## config.mk

```make
export PLATFORM = sky130hd
export DESIGN_NAME = ext_bus_if_flat
export DESIGN_NICKNAME = d
export VERILOG_FILES = /design/src/rtl/ext_bus_pkg.sv /design/src/rtl/ext_bus_if_if.sv /design/src/rtl/ext_bus_if.sv /design/src/flat_wrapper.sv
export SDC_FILE = /design/constraint.sdc
export NUM_CORES = 1
export LEC_CHECK = 0
export CAP_MARGIN = 20
export CORE_UTILIZATION = 49
export CTS_CLUSTER_SIZE = 40
export DETAILED_ROUTE_END_ITERATION = 10
export GPL_ROUTABILITY_DRIVEN = 0
export PLACE_DENSITY = 0.89
export RECOVER_POWER = 50
export SLEW_MARGIN = 20
export SYNTH_ARGS = -nofsm -noshare
export SYNTH_HDL_FRONTEND = slang
export SYNTH_SLANG_ARGS = --single-unit
```

## constraint.sdc

```tcl
create_clock -name clk -period 4.45 [get_ports clk]
set_clock_uncertainty 0.15 [all_clocks]
set_input_delay 0.445 -clock clk [delete_from_list [all_inputs] [get_ports clk]]
set_output_delay 0.445 -clock clk [all_outputs]
set_load 0.02 [all_outputs]
```

## src/rtl/ext_bus_pkg.sv

```systemverilog
// Shared types and constants for the 8051 external memory bus interface.
// Cycle types are encoded from {we, code}; a write ignores code.
package ext_bus_pkg;

    localparam int DEFAULT_STROBE_CYCLES = 2;

    typedef enum logic [2:0] {
        IDLE,
        ADDR,
        LATCH,
        STROBE,
        HOLD
    } bus_state_t;

    typedef logic [1:0] cyc_t;

    localparam cyc_t CYC_RD   = 2'b00;
    localparam cyc_t CYC_CODE = 2'b01;
    localparam cyc_t CYC_WR   = 2'b10;

    function automatic cyc_t cyc_decode(input logic we, input logic code);
        if (we) begin
            return CYC_WR;
        end
        return code ? CYC_CODE : CYC_RD;
    endfunction

endpackage

```

## src/rtl/ext_bus_if_if.sv

```systemverilog
// Core-side request/response bundle of the external bus interface.
// master = the 8051 core, slave = the bus cycle engine.
interface ext_bus_if_if;

    logic        req;
    logic        we;
    logic        code;
    logic [15:0] addr;
    logic [7:0]  wdata;
    logic        ready;
    logic [7:0]  rdata;
    logic        busy;

    modport master (
        output req,
        output we,
        output code,
        output addr,
        output wdata,
        input  ready,
        input  rdata,
        input  busy
    );

    modport slave (
        input  req,
        input  we,
        input  code,
        input  addr,
        input  wdata,
        output ready,
        output rdata,
        output busy
    );

endinterface

```

## src/rtl/ext_bus_if.sv

```systemverilog
// 8051 multiplexed external bus engine: ALE address phase, strobe phase, hold phase.
// Optional macro EXT_BUS_WAIT_EN adds the active-low wait_n input that stretches the strobe.
module ext_bus_if
    import ext_bus_pkg::*;
#(
    parameter int STROBE_CYCLES = DEFAULT_STROBE_CYCLES,
    parameter int CNT_W         = 4
) (
    input  logic       clk,
    input  logic       rst,
    ext_bus_if_if.slave bus,
`ifdef EXT_BUS_WAIT_EN
    input  logic       wait_n,
`endif
    output logic [7:0] p0_out,
    output logic       p0_oe,
    input  logic [7:0] p0_in,
    output logic [7:0] p2_out,
    output logic       p2_oe,
    output logic       ale,
    output logic       psen_n,
    output logic       rd_n,
    output logic       wr_n
);

    localparam logic [CNT_W-1:0] STROBE_LOAD = CNT_W'(STROBE_CYCLES - 1);

    bus_state_t       state_reg;
    cyc_t             cyc_reg;
    logic [7:0]       wdata_reg;
    logic [CNT_W-1:0] cnt_reg;
    logic             ready_reg;
    logic [7:0]       rdata_reg;
    logic             busy_reg;
    logic             ale_reg;
    logic             psen_n_reg;
    logic             rd_n_reg;
    logic             wr_n_reg;
    logic             p0_oe_reg;
    logic             p2_oe_reg;
    logic [7:0]       p0_out_reg;
    logic [7:0]       p2_out_reg;
    logic             strobe_release;

`ifdef EXT_BUS_WAIT_EN
    assign strobe_release = wait_n;
`else
    assign strobe_release = 1'b1;
`endif

    // Every output register is loaded with the value belonging to the state being entered.
    always_ff @(posedge clk) begin
        if (!rst) begin
            state_reg  <= IDLE;
            cyc_reg    <= CYC_RD;
            wdata_reg  <= '0;
            cnt_reg    <= '0;
            ready_reg  <= 1'b0;
            rdata_reg  <= '0;
            busy_reg   <= 1'b0;
            ale_reg    <= 1'b0;
            psen_n_reg <= 1'b1;
            rd_n_reg   <= 1'b1;
            wr_n_reg   <= 1'b1;
            p0_oe_reg  <= 1'b0;
            p2_oe_reg  <= 1'b0;
            p0_out_reg <= '0;
            p2_out_reg <= '0;
        end else begin
            ready_reg <= 1'b0;
            unique case (state_reg)
                IDLE: begin
                    if (bus.req) begin
                        state_reg  <= ADDR;
                        cyc_reg    <= cyc_decode(bus.we, bus.code);
                        wdata_reg  <= bus.wdata;
                        busy_reg   <= 1'b1;
                        ale_reg    <= 1'b1;
                        p0_out_reg <= bus.addr[7:0];
                        p2_out_reg <= bus.addr[15:8];
                        p0_oe_reg  <= 1'b1;
                        p2_oe_reg  <= 1'b1;
                    end
                end
                ADDR: begin
                    state_reg <= LATCH;
                    ale_reg   <= 1'b0;
                end
                LATCH: begin
                    state_reg  <= STROBE;
                    cnt_reg    <= STROBE_LOAD;
                    psen_n_reg <= (cyc_reg != CYC_CODE);
                    rd_n_reg   <= (cyc_reg != CYC_RD);
                    wr_n_reg   <= (cyc_reg != CYC_WR);
                    if (cyc_reg == CYC_WR) begin
                        p0_out_reg <= wdata_reg;
                        p0_oe_reg  <= 1'b1;
                    end else begin
                        p0_oe_reg  <= 1'b0;
                    end
                end
                STROBE: begin
                    if (cnt_reg != '0) begin
                        cnt_reg <= cnt_reg - CNT_W'(1);
                    end else if (strobe_release) begin
                        // Read data is sampled on the same edge the strobe rises.
                        state_reg  <= HOLD;
                        psen_n_reg <= 1'b1;
                        rd_n_reg   <= 1'b1;
                        wr_n_reg   <= 1'b1;
                        ready_reg  <= 1'b1;
                        if (cyc_reg != CYC_WR) begin
                            rdata_reg <= p0_in;
                        end
                    end
                end
                HOLD: begin
                    state_reg <= IDLE;
                    busy_reg  <= 1'b0;
                    p0_oe_reg <= 1'b0;
                    p2_oe_reg <= 1'b0;
                end
                default: begin
                    state_reg <= IDLE;
                end
            endcase
        end
    end

    assign bus.ready = ready_reg;
    assign bus.rdata = rdata_reg;
    assign bus.busy  = busy_reg;
    assign p0_out    = p0_out_reg;
    assign p0_oe     = p0_oe_reg;
    assign p2_out    = p2_out_reg;
    assign p2_oe     = p2_oe_reg;
    assign ale       = ale_reg;
    assign psen_n    = psen_n_reg;
    assign rd_n      = rd_n_reg;
    assign wr_n      = wr_n_reg;

endmodule

```

## src/flat_wrapper.sv

```systemverilog
// flat-port wrapper written by rule: the top's interface ports become plain ports
module ext_bus_if_flat import ext_bus_pkg::*;
#(
    parameter int STROBE_CYCLES = DEFAULT_STROBE_CYCLES,
    parameter int CNT_W         = 4
)
  (clk, rst, p0_out, p0_oe, p0_in, p2_out, p2_oe, ale, psen_n, rd_n, wr_n, bus_req, bus_we, bus_code, bus_addr, bus_wdata, bus_ready, bus_rdata, bus_busy);
  ext_bus_if_if bus_i ();
  input  logic clk;
  input  logic rst;
  output logic [7:0] p0_out;
  output logic p0_oe;
  input  logic [7:0] p0_in;
  output logic [7:0] p2_out;
  output logic p2_oe;
  output logic ale;
  output logic psen_n;
  output logic rd_n;
  output logic wr_n;
  input wire logic [$bits(bus_i.req)-1:0] bus_req;
  input wire logic [$bits(bus_i.we)-1:0] bus_we;
  input wire logic [$bits(bus_i.code)-1:0] bus_code;
  input wire logic [$bits(bus_i.addr)-1:0] bus_addr;
  input wire logic [$bits(bus_i.wdata)-1:0] bus_wdata;
  output wire logic [$bits(bus_i.ready)-1:0] bus_ready;
  output wire logic [$bits(bus_i.rdata)-1:0] bus_rdata;
  output wire logic [$bits(bus_i.busy)-1:0] bus_busy;
  assign bus_i.req = bus_req;
  assign bus_i.we = bus_we;
  assign bus_i.code = bus_code;
  assign bus_i.addr = bus_addr;
  assign bus_i.wdata = bus_wdata;
  assign bus_ready = bus_i.ready;
  assign bus_rdata = bus_i.rdata;
  assign bus_busy = bus_i.busy;
  ext_bus_if #(.STROBE_CYCLES(STROBE_CYCLES), .CNT_W(CNT_W)) u_core (.clk(clk), .rst(rst), .bus(bus_i), .p0_out(p0_out), .p0_oe(p0_oe), .p0_in(p0_in), .p2_out(p2_out), .p2_oe(p2_oe), .ale(ale), .psen_n(psen_n), .rd_n(rd_n), .wr_n(wr_n));
endmodule
```

==> results of run 1 <==
power by group through the flow:
| stage | combinational, mW | clock [mW] | sequential, mW |
|---|---|---|---|
| 6_report | 0.264 | 0.309 | 0.506 |
| 5_1_grt | 0.287 | 0.336 | 0.513 |
| 4_1_cts | 0.275 | 0.313 | 0.508 |
| 3_5_place_dp | 0.273 | 0 | 0.517 |
| 3_3_place_gp | 0.266 | 0 | 0.515 |
| 2_1_floorplan | 0.171 | 0 | 0.525 |
how the worst max path moves through the flow:
stage / start / end / slack [ns]
2_1_floorplan: u_core.cnt_reg[0] / u_core.bus.rdata[2] / 2.73
3_3_place_gp: rst / u_core.cnt_reg[0] / 1.78
3_5_place_dp: rst / u_core.cnt_reg[0] / 1.72
4_1_cts: rst / u_core.cnt_reg[0] / 2.01
5_1_grt: rst / u_core.cnt_reg[0] / 1.87
6_report: rst / u_core.cnt_reg[0] / 2.00
worst register-to-register path, stage by stage, from the launching register on:
cell,delay (ns)
dfxtp_1,1.04
or3b_1,0.53
nor3_1,0.23
a32oi_1,0.09
through the flow:
stage | worst slack (ns) | util (%) | cell area (um^2) | power (mW)
floorplan | 2.731 | - | 2161 | 0.6957
global placement | 1.775 | 67.35 | 2771 | 0.7811
detailed placement | 1.720 | 67.35 | 2771 | 0.7903
CTS | 2.011 | 69.96 | 2879 | 1.096
global route | 1.871 | 69.87 | 2875 | 1.136
finish | 1.998 | 69.87 | 2875 | 1.079
final cells by class:
cell class | count | area share (%)
multi-input combinational | 162 | 35.68
sequential | 48 | 33.42
timing repair buffer | 70 | 24.06
clock buffer | 6 | 2.524
tap | 50 | 2.176
clock inverter | 2 | 1.218
inverter | 7 | 0.9138
Yosys cell counts, drive strengths merged:
library cell   n
a2111o         1
a211oi         4
a21boi         1
a21o           1
a21oi         31
a2bb2oi        1
a31oi          1
a32oi          2
a41oi          1
and2           1
and3           1
and3b          1
buf           11
clkbuf        11
clkinv         1
dfxtp         48
ha             2
inv            6
mux2i          9
nand2         45
nand2b         4
nand3          2
nand3b         5
nand4          8
nand4b         1
nor2           6
nor2b          3
nor3           3
nor3b          3
nor4b          1
o21a           1
o21ai          1
o221a          9
o31ai          8
o32a           1
or3            1
or3b           2
or4b           1
cell families (layout without fill, tap and decap cells):
| family | count (synthesis) | after routing | share of synthesized area [%] |
|---|---|---|---|
| multiplexers | 9 | 9 | 4.169 |
| AND/OR/NAND/NOR | 88 | 88 | 21.77 |
| adder cells (fa/ha/maj) | 2 | 2 | 1.158 |
| buffers and inverters | 29 | 85 | 8.047 |
| flip-flops | 48 | 48 | 44.47 |
| AO/OA/AOI/OAI | 63 | 63 | 20.38 |
layout by cell type (no fill, tap or decap), types with 3 or more instances in the layout:
| master | count |
|---|---|
| nand3b_1 | 4 |
| dfxtp_1 | 48 |
| clkbuf_8 | 5 |
| nor2_1 | 5 |
| clkdlybuf4s50_1 | 36 |
| a21oi_1 | 31 |
| nand2b_1 | 3 |
| a211oi_1 | 4 |
| nand4_1 | 8 |
| nor2b_1 | 3 |
| nor3_1 | 3 |
| nand2_1 | 45 |
| nor3b_1 | 3 |
| o31ai_1 | 8 |
| inv_1 | 6 |
| mux2i_1 | 9 |
| o221a_2 | 9 |
| dlygate4sd3_1 | 32 |
metal layers:
| layer | up-vias | routed length, um | track usage (%) |
|---|---|---|---|
| met2 | 71 | 2592 | 38.11 |
| li1 | 966 | - | - |
| met5 | - | 0 | 0 |
| met3 | 7 | 280 | 7.000 |
| met4 | 0 | 74 | 7.552 |
| met1 | 907 | 2124 | 28.76 |
==> results.sh, run 1 <==
export IMPL_status="complete, no violations"
export IMPL_clkLatencyLatePin_ns=0.30
export IMPL_path_max_fanout=18
export IMPL_r2r_end="u_core.rd_n"
export IMPL_ant_nets=0
export IMPL_worstHoldStart="u_core.p2_out[0]"
export IMPL_yosysWarnings=0
export IMPL_setup_violations=0
export IMPL_layout_nets=333
export IMPL_drc_errors=0
export IMPL_via_count=1951
export IMPL_synthTopCellsByArea="dfxtp_1, nand2_1, a21oi_1"
export IMPL_boundaryPins=69
export IMPL_yosysSeqAreaShare_pct=44.47
export IMPL_fin_crit_ns=2.452
export IMPL_cap_violations=0
export IMPL_rows=23
export IMPL_drive_gt1_share_pct=8.136
export IMPL_yosysUniqueCellTypes=46
export IMPL_start_util_pct=52.51
export IMPL_fin_crit_sh_pct=55.11
export IMPL_drt_pass1_iterations=4
export IMPL_leakage_nw=1.134
export IMPL_port_buffers=68
export IMPL_r2r_slack_ns=2.28
export IMPL_yosysTopAreaCell="dfxtp_1"
export IMPL_tightest_slew_ns=1.077
export IMPL_synth_top_area_share_pct=44.47
export IMPL_rr_worst_depth=3
export IMPL_grt_max_degree=26
export IMPL_viasPerCell=5.655
export IMPL_root_buffer="clkbuf_8"
export IMPL_rsz0062_at_grt="no"
export IMPL_grt_overflow=0
export IMPL_worst_path_buf_inv=3
export IMPL_drtIter0Drc=171
export IMPL_cts_hold_fix_buffers=0
export IMPL_ir_worst_vdd_v=0.0002259
export IMPL_path_depth=5
export IMPL_cp_slowest_cell="clkdlybuf4s50_1"
export IMPL_hpwl_um=3577
export IMPL_drt_total_wl_um=5072
export IMPL_start_kind="primary input"
export IMPL_grtUsageTotal_pct=23.22
export IMPL_multiInputGateArea_um2=1026
export IMPL_dieArea_um2=4679
export IMPL_synth_nets=278
export IMPL_worstHoldPathType="register to register"
export IMPL_cts_resized=0
export IMPL_pwr_share_seq_pct=46.9
export IMPL_clk_pin_slew_ns=0.08
export IMPL_first_global_vias=1779
export IMPL_slew_headroom_pct=28.07
export IMPL_syn_area_um2=2161
export IMPL_tritoncts="yes"
export IMPL_p_clk_share_pct=28.6
export IMPL_worstPathRequired_ns=4.55
export IMPL_switching_share_pct=29.96
export IMPL_worstHoldPathCells=2
export IMPL_clock_path_buffers=2
export IMPL_crit_chain="clkdlybuf4s50_1 > clkinv_1 > buf_4 > a41oi_1 > o21a_1"
export IMPL_areaGrowthSynthToFinish_pct=33.06
export IMPL_cp_data_arrival_time_ns=2.55
export IMPL_grt_pass1_wl_um=7990
export IMPL_finalHoldViolCount=0
export IMPL_wl_per_cell_um=14.70
export IMPL_antenna_found_initial=0
export IMPL_cts_sinks=48
export IMPL_die_width_um=68.41
export IMPL_fillers=325
export IMPL_seq_area_um2=960.9
export IMPL_layout_cells_non_filler=345
export IMPL_reg2reg_from="u_core.state_reg[1]"
export IMPL_place_inst=337
export IMPL_p_int_mw=0.7557
export IMPL_end_kind="register"
export IMPL_synthesis_instances=239
export IMPL_cpPeakStageDelay_ns=0.85
export IMPL_setup_tns_ns=0
export IMPL_post_cts_setup_buffer_count=0
export IMPL_power_density_nw_per_um2=375.2
export IMPL_synth_seq_cells=48
export IMPL_diodes=0
export IMPL_worstSetupPathType="primary input to register"
export IMPL_min_to="u_core.p2_out[0]"
export IMPL_cts_buffers=5
export IMPL_max_freq_mhz=407.8
export IMPL_power_switching_mw=0.3232
export IMPL_combPwrFrac_pct=24.4
export IMPL_cts_htree_levels=2
export IMPL_syn_avg_cell_area_um2=9.041
export IMPL_slew_viol_final=0
export IMPL_coreArea_um2=4115
export IMPL_die_y_um=68.41
export IMPL_holdWs_ns=0.3095
export IMPL_crit_family="buffers and inverters"
Power figures use the tool's default switching activity.
==> run 2: changes to the inputs <==
CORE_UTILIZATION = 46   (was 49)
PLACE_DENSITY = 0.85   (was 0.89)
clock period = 2.4 ns   (was 4.45 ns; I/O delays follow)
==> run 2 against run 1 <==
Net effect: the run now ends with DRC left; count of clock-buffer cells in the layout rose by 1; register-to-register slack got worse by 1.8 ns; sequential power is 83% higher; critical path type is now register to register; largest power group unchanged; highest routed layer unchanged.
==> results.sh, run 2 (same netlist as run 1, synthesis figures left out) <==
export IMPL_status="complete, but fails checks"
export IMPL_failed_checks="DRC"
export IMPL_cts_resized=0
export IMPL_root_buffer="clkbuf_8"
export IMPL_final_cell_mix="dfxtp_1, nand2_1, clkdlybuf4s50_1"
export IMPL_drt_pass1_iterations=7
export IMPL_setup_violations=0
export IMPL_holdWs_ns=0.3058
export IMPL_hpwl_um=3381
export IMPL_grt_pass1_wl_um=8079
export IMPL_end_kind="register"
export IMPL_layout_cells_non_filler=351
export IMPL_crit_family="simple AND/OR/NAND/NOR gates"
export IMPL_slew_headroom_pct=52.73
export IMPL_p_clk_share_pct=25.6
export IMPL_ir_worst_vdd_v=0.0003870
export IMPL_power_switching_mw=0.5882
export IMPL_port_buffers=68
export IMPL_ant_nets=0
export IMPL_combPwrFrac_pct=26.2
export IMPL_clk_pin_slew_ns=0.08
export IMPL_cts_buffers=5
export IMPL_start_util_pct=48.62
export IMPL_cpPeakStageDelay_ns=0.58
export IMPL_power_density_nw_per_um2=664.3
export IMPL_via_count=1919
export IMPL_viasPerCell=5.467
export IMPL_leakage_nw=1.145
export IMPL_cp_slowest_cell="nor3b_1"
export IMPL_cap_violations=0
export IMPL_grt_max_degree=20
export IMPL_place_inst=343
export IMPL_drtIter0Drc=139
export IMPL_slew_viol_final=0
export IMPL_path_max_fanout=8
export IMPL_rows=24
export IMPL_clock_path_buffers=2
export IMPL_first_global_vias=1777
export IMPL_die_y_um=70.54
export IMPL_pwr_share_seq_pct=48.3
export IMPL_fin_crit_sh_pct=81.05
export IMPL_coreArea_um2=4444
export IMPL_cts_hold_fix_buffers=0
export IMPL_grtUsageTotal_pct=20.35
export IMPL_crit_chain="inv_1 > ha_1 > nor3b_1 > buf_4 > nand4_1 > a21oi_1"
export IMPL_fin_crit_ns=1.945
export IMPL_rsz0062_at_grt="no"
export IMPL_wl_per_cell_um=13.64
export IMPL_p_int_mw=1.334
export IMPL_final_common_cell="dfxtp_1"
export IMPL_worst_path_buf_inv=2
export IMPL_worstPathRequired_ns=2.48
export IMPL_switching_share_pct=30.59
export IMPL_tritoncts="yes"
export IMPL_start_kind="register"
export IMPL_clkLatencyLatePin_ns=0.30
export IMPL_boundaryPins=69
export IMPL_cts_sinks=48
export IMPL_grt_overflow=0
export IMPL_tightest_slew_ns=0.7081
export IMPL_drc_errors=4
export IMPL_drt_total_wl_um=4786
export IMPL_max_freq_mhz=514.1
export IMPL_post_cts_setup_buffer_count=0
export IMPL_die_width_um=70.54
export IMPL_antenna_found_initial=0
export IMPL_diodes=0
export IMPL_worstSetupPathType="register to register"
export IMPL_cp_data_arrival_time_ns=2.03
export IMPL_dieArea_um2=4975
export IMPL_worstHoldPathType="register to register"
export IMPL_drive_gt1_share_pct=9.365
export IMPL_areaGrowthSynthToFinish_pct=33.93
export IMPL_layout_nets=337
export IMPL_finalHoldViolCount=0
export IMPL_setup_tns_ns=0
export IMPL_cts_htree_levels=2
-- run 2: power by group through the flow --
stage	logic (mW)	registers [mW]	clock network (mW)
4_1_cts	0.523	0.931	0.501
3_5_place_dp	0.519	0.949	0
3_3_place_gp	0.511	0.947	0
6_report	0.503	0.928	0.491
2_1_floorplan	0.316	0.974	0
5_1_grt	0.546	0.942	0.542
-- run 2: layout make-up --
| cell class | instances | area, um^2 |
|---|---|---|
| tap | 52 | 65.06 |
| timing repair buffer | 74 | 725.7 |
| clock buffer | 7 | 86.33 |
| fill | 390 | 1550 |
| clock inverter | 1 | 7.507 |
| sequential | 48 | 960.9 |
| inverter | 7 | 26.28 |
| multi-input combinational | 162 | 1022 |
-- run 2: through the flow --
step | cell area, um^2 | worst slack (ns) | util (%) | power [mW]
finish | 2894 | 0.4548 | 65.12 | 1.923
global route | 2894 | 0.3074 | 65.12 | 2.030
detailed placement | 2804 | 0.4689 | 63.09 | 1.468
CTS | 2898 | 0.4734 | 65.20 | 1.954
global placement | 2804 | 0.4870 | 63.09 | 1.457
floorplan | 2161 | 0.6806 | - | 1.290
-- run 2: path summary, 6_finish.rpt --
kind	from	endpoint	slack, ns	cells after the start
setup / recovery	u_core.cnt_reg[0]	u_core.bus.rdata[7]	0.45	6
hold / removal	u_core.p2_out[0]	u_core.p2_out[0]	0.31	2
setup reg to reg	u_core.cnt_reg[0]	u_core.bus.rdata[7]	0.45	6
hold reg to reg	u_core.p2_out[0]	u_core.p2_out[0]	0.31	2
-- run 2: per-layer routing --
layer	global-route usage, %	share of wire (%)	vias to the layer above
li1	-	-	967
met1	25.95	44	897
met2	33.44	51	49
met3	4.416	4.0	6
met4	8.889	1.3	0
met5	0	0	-
-- run 2: tightest hold or removal path: stages, from the launching register on --
cell     delay [ns]
dfxtp_1        0.31
nand2_1        0.05
a21oi_1        0.05
